**config.mk**
```make
export PLATFORM = sky130hd
export DESIGN_NAME = clk_sel_ctrl
export DESIGN_NICKNAME = d
export VERILOG_FILES = /design/src/rtl/clk_sel_ctrl_pkg.sv /design/src/rtl/clk_sel_ctrl_sync_2ff.sv /design/src/rtl/clk_sel_ctrl.sv
export SDC_FILE = /design/constraint.sdc
export NUM_CORES = 1
export LEC_CHECK = 0
export ABC_AREA = 1
export BUFFER_PORTS_ARGS = -buffer_cell sky130_fd_sc_hd__buf_2
export CAP_MARGIN = 0
export CORE_MARGIN = 4
export CORE_UTILIZATION = 45
export DETAILED_ROUTE_END_ITERATION = 10
export PLACE_DENSITY = 0.67
export SLEW_MARGIN = 20
export SYNTH_ARGS = -nofsm -noshare
export SYNTH_HDL_FRONTEND = slang
export SYNTH_SLANG_ARGS = --single-unit
```
**constraint.sdc**
```tcl
create_clock -name clk -period 2.2 [get_ports clk]
set_input_delay 0.33 -clock clk [delete_from_list [all_inputs] [get_ports clk]]
set_output_delay 0.33 -clock clk [all_outputs]
set_load 0.005 [all_outputs]
```
**src/rtl/clk_sel_ctrl_pkg.sv**
```systemverilog
// Shared definitions for the clock select controller.
// State encoding and select-line constants.
package clk_sel_ctrl_pkg;

  typedef enum logic {
    IDLE   = 1'b0,
    SETTLE = 1'b1
  } state_t;

  localparam logic SEL_CLK1 = 1'b1;
  localparam logic SEL_CLK2 = 1'b0;

endpackage

```
**src/rtl/clk_sel_ctrl_sync_2ff.sv**
```systemverilog
// Two-flop synchronizer for an asynchronous level.
// Clears to 0 on reset.
module sync_2ff (
  input  logic clk,
  input  logic rst,
  input  logic d,
  output logic q
);

  logic meta;

  always_ff @(posedge clk or posedge rst) begin
    if (rst) begin
      meta <= 1'b0;
      q    <= 1'b0;
    end else begin
      meta <= d;
      q    <= meta;
    end
  end

endmodule

```
**src/rtl/clk_sel_ctrl.sv**
```systemverilog
// Owns the select line of the glitch-free clock switcher:
// request handshake, health checks, auto fallback, settle window.
module clk_sel_ctrl #(
  parameter int   SETTLE_W = 8,
  parameter logic DEF_SEL  = 1'b1,
  parameter bit   AUTO_FB  = 1'b1,
  parameter int   CNT_W    = 16
) (
  input  logic                clk,
  input  logic                rst,
  input  logic                req_vld,
  input  logic                req_sel,
  output logic                req_rdy,
  input  logic [SETTLE_W-1:0] settle_cyc,
  input  logic                clk1_ok,
  input  logic                clk2_ok,
  output logic                sel_clk1,
  output logic                busy,
  output logic                done,
  output logic                req_err,
  output logic                fb_evt,
  output logic [CNT_W-1:0]    sw_cnt
);

  import clk_sel_ctrl_pkg::*;

  state_t              state;
  logic [SETTLE_W-1:0] cnt;
  logic [SETTLE_W-1:0] s_load;
  logic [CNT_W-1:0]    cnt_nxt;
  logic                ok1_s;
  logic                ok2_s;
  logic                act_ok;
  logic                oth_ok;
  logic                tgt_ok;
  logic                fb_cond;
  logic                acc;

  sync_2ff u_sync1 (
    .clk (clk),
    .rst (rst),
    .d   (clk1_ok),
    .q   (ok1_s)
  );

  sync_2ff u_sync2 (
    .clk (clk),
    .rst (rst),
    .d   (clk2_ok),
    .q   (ok2_s)
  );

  assign act_ok  = (sel_clk1 == SEL_CLK1) ? ok1_s : ok2_s;
  assign oth_ok  = (sel_clk1 == SEL_CLK1) ? ok2_s : ok1_s;
  assign tgt_ok  = (req_sel == SEL_CLK1) ? ok1_s : ok2_s;
  assign fb_cond = AUTO_FB && (state == IDLE) && !act_ok && oth_ok;
  assign req_rdy = (state == IDLE) && !fb_cond;
  assign acc     = req_vld && req_rdy;
  assign busy    = (state == SETTLE);

  // A zero window still gives the switcher one full cycle
  assign s_load  = (settle_cyc == '0) ? SETTLE_W'(1) : settle_cyc;
  assign cnt_nxt = (sw_cnt == '1) ? sw_cnt : sw_cnt + CNT_W'(1);

  always_ff @(posedge clk or posedge rst) begin
    if (rst) begin
      state    <= IDLE;
      cnt      <= '0;
      sel_clk1 <= DEF_SEL;
      done     <= 1'b0;
      req_err  <= 1'b0;
      fb_evt   <= 1'b0;
      sw_cnt   <= '0;
    end else begin
      done    <= 1'b0;
      req_err <= 1'b0;
      fb_evt  <= 1'b0;
      unique case (state)
        IDLE: begin
          if (fb_cond) begin
            sel_clk1 <= !sel_clk1;
            sw_cnt   <= cnt_nxt;
            fb_evt   <= 1'b1;
            cnt      <= s_load;
            state    <= SETTLE;
          end else if (acc) begin
            if (req_sel == sel_clk1) begin
              done <= 1'b1;
            end else if (!tgt_ok) begin
              req_err <= 1'b1;
            end else begin
              sel_clk1 <= req_sel;
              sw_cnt   <= cnt_nxt;
              cnt      <= s_load;
              state    <= SETTLE;
            end
          end
        end
        SETTLE: begin
          if (cnt <= SETTLE_W'(1)) begin
            cnt   <= '0;
            done  <= 1'b1;
            state <= IDLE;
          end else begin
            cnt <= cnt - SETTLE_W'(1);
          end
        end
        default: state <= IDLE;
      endcase
    end
  end

endmodule
```
==> qor.yml <==
worst_setup_path:
  cp.required_ns: 2.43
  cp.arrival_ns: 2.02
  crit_slowest_cell: "dfstp_2"
  critPathTopFamily: "flip-flops"
  ff2ff_path_depth: 7
  crit_end: "sw_cnt[11]"
  crit_type: "reg -> reg"
  path_cells: "inv_2 > o21ai_2 > nand3_4 > a21oi_4 > buf_4 > nand3_1 > nand2_1"
  cp.depth: 7
  cp-end-kind: "flip-flop"
  r2r_slack_ns: 0.41
  timing.rr.end: "sw_cnt[11]"
  cpPeakStageDelay_ns: 0.56
  r2r_start: "sel_clk1"
  path_buf_inv: 2
  critPathLaunchType: "flip-flop"
  critPathLaunch: "sel_clk1"
  crit_fanout: 11
synthesis:
  syn_area_per_cell_um2: 7.067
  yosysSeqAreaShare: 0.4035
  mappedNetlistNets: 307
  syn_area_um2: 2049
  netlist_instances: 290
  synth-seq-cells: 33
  yosys_warnings: 0
  synthDistinctLibCells: 27
sta:
  drv_slew: 0
  setup_viol_count_final: 0
  hold_viol: 0
  skew_ns: 0.006967
  holdWs_ns: 0.1180
  rsz0062_at_grt: "no"
  finalCritPeriodShare: 0.8135
  tns_ns: 0
  fmax_mhz: 558.8
  tightestPinTransition_ns: 0.5127
  period_needed_ns: 1.790
  timing.slew.headroom: 0.6582
drt:
  via_count: 1932
  via_per_inst: 5.018
  drtPass1Iterations: 4
  wl_per_cell_um: 12.22
  drc_errors: 0
  wirelength_mm: 4.703
  drtAntennaViolNets: 0
  dr.first_iter.drc_count: 118
placed_design:
  placed_cells: 377
  dp_hpwl_mm: 3.499
  gp_congestion: 0.8738
  portBuffers: 35
finish:
  antenna_cells: 0
  largest_register_ffs: 16
  fin_nets: 349
  largest_registers: "sw_cnt x16, cnt x8"
  num-fill-cells: 456
  final_core_util: 0.5451
  top_register: "sw_cnt"
  stdcell_count: 385
  drive_above_1_share: 0.1712
  syn_to_final_growth_pct: 16.61
global_routing:
  grt_max_degree: 34
  antenna_found_initial: 0
  grt_pass1_wl_mm: 8.162
  grt-ovfl-total: 0
  grt_usage: 0.1877
  first_global_vias: 1829
floorplanning:
  start_util: 0.4675
  die_y_um: 75.49
  die-width_um: 75.49
  core_area_um2: 4384
  rows: 24
  pin_count: 36
  die_area_um2: 5698
power:
  powerDensity_nw_per_um2: 987.6
  leakage_uw: 0.001296
  total_power_uw: 2360
  ir_drop_mv: 0.4448
clocking:
  cts_buffers: 5
  clockBufferDepth: 2
  post_cts_buffers: 0
  insertion_delay_ns: 0.29
  clock_sinks: 33
  cts_tree: "built"
  path_clk_slew_ns: 0.08
  clockRootBuffer: "clkbuf_8"
  hold_buffers: 0
  cts_resized: 0
  cts.htree.levels: 2
worst_hold_path:
  hold_path.class: "in -> async"
status:
  status: "finished clean"
run:
  drv_cap: 0
power breakdown:
part           switching (uW)  leakage [uW]  internal (uW)
combinational             557      0.000816            333
sequential                139      0.000426            744
clock                     249     0.0000543            339
total                     945       0.00130           1420
stage by stage:
step           area (um^2)  worst slack (ns)
2_1_floorplan         2049            0.5848
3_3_place_gp          2275            0.4337
3_5_place_dp          2275            0.4135
4_1_cts               2390            0.4033
5_1_grt               2390            0.2336
6_report              2390            0.4103
placed cells by master, fill, tap and decap left out:
cell type     n
nand2_4       1
a21oi_1       2
xnor2_1       3
nor3_1        1
o21ai_1       3
buf_2        35
clkinv_4      1
clkinv_1      1
nor2_1       26
nand4_1       9
dfrtp_1      32
nor2_2        2
inv_2         1
buf_4         5
o21ai_2       1
o21ai_0      12
ha_1          3
nand3b_1      1
clkinvlp_4    1
bufinv_16     1
inv_1        26
nand2_1     122
dfstp_2       1
nand3_1      27
a21oi_4       1
o31ai_4       1
clkbuf_8      5
o31ai_1       1
xor2_1        7
nand3_4       1
cells in the mapped netlist, drive strengths merged:
library cell | instances | area, um^2
nand3b | 1 | 7.510
xor2 | 7 | 61.31
o31ai | 2 | 28.78
clkbuf | 1 | 13.76
ha | 3 | 37.54
nor3 | 1 | 5.000
nand2 | 123 | 469.2
a21oi | 3 | 26.28
xnor2 | 3 | 26.28
dfstp | 1 | 26.28
nor2 | 28 | 110.1
buf | 4 | 38.78
inv | 27 | 101.3
dfrtp | 32 | 800.8
nand3 | 28 | 152.7
nand4 | 9 | 56.30
o21ai | 16 | 83.83
clkinv | 1 | 3.750
cells by family after synthesis:
group / Yosys count / synth area share
buf+inv: 33 / 0.07691
compound gates: 21 / 0.06777
xor+xnor: 10 / 0.04274
simple gates: 190 / 0.3907
fa+ha+maj: 3 / 0.01832
flops: 33 / 0.4035
metal layers:
metal	GRT usage	part of all wire	routed length, um	vias up
met5	0	0	0	-
met4	0.05825	0.014	65	0
met3	0.04354	0.041	195	5
met2	0.3250	0.49	2288	37
met1	0.2317	0.46	2154	890
li1	-	-	-	1000
worst min path at each step:
stage,startpoint,to,slack (ns),cells after the start
after floorplan,u_sync1.meta,u_sync1.q,0.33,0
after global placement,u_sync1.meta,u_sync1.q,0.33,0
after detailed placement,u_sync1.meta,u_sync1.q,0.34,0
after CTS,rst,u_sync1.meta,0.13,3
after global routing,clk1_ok,u_sync1.meta,0.12,1
final,rst,u_sync1.meta,0.12,3
worst reg2reg max path: cells and delay by family, from the launching register on:
family / cells / cell delay [ns]
AOI/OAI and AO/OA: 2 / 0.53
buffers and inverters: 2 / 0.28
DFF: 1 / 0.56
and+or+nand+nor: 3 / 0.36
area by class of cell:
type,count,area [um^2],area share
multi-input cells,224,1065,0.4455
clock buffers,5,68.82,0.02880
inverters,28,105.1,0.04398
flip-flops and latches,33,827.0,0.3461
well taps,52,65.06,0.02723
repair buffers,40,212.7,0.08901
clock inverters,3,46.29,0.01937
Power figures use the tool's default switching activity.
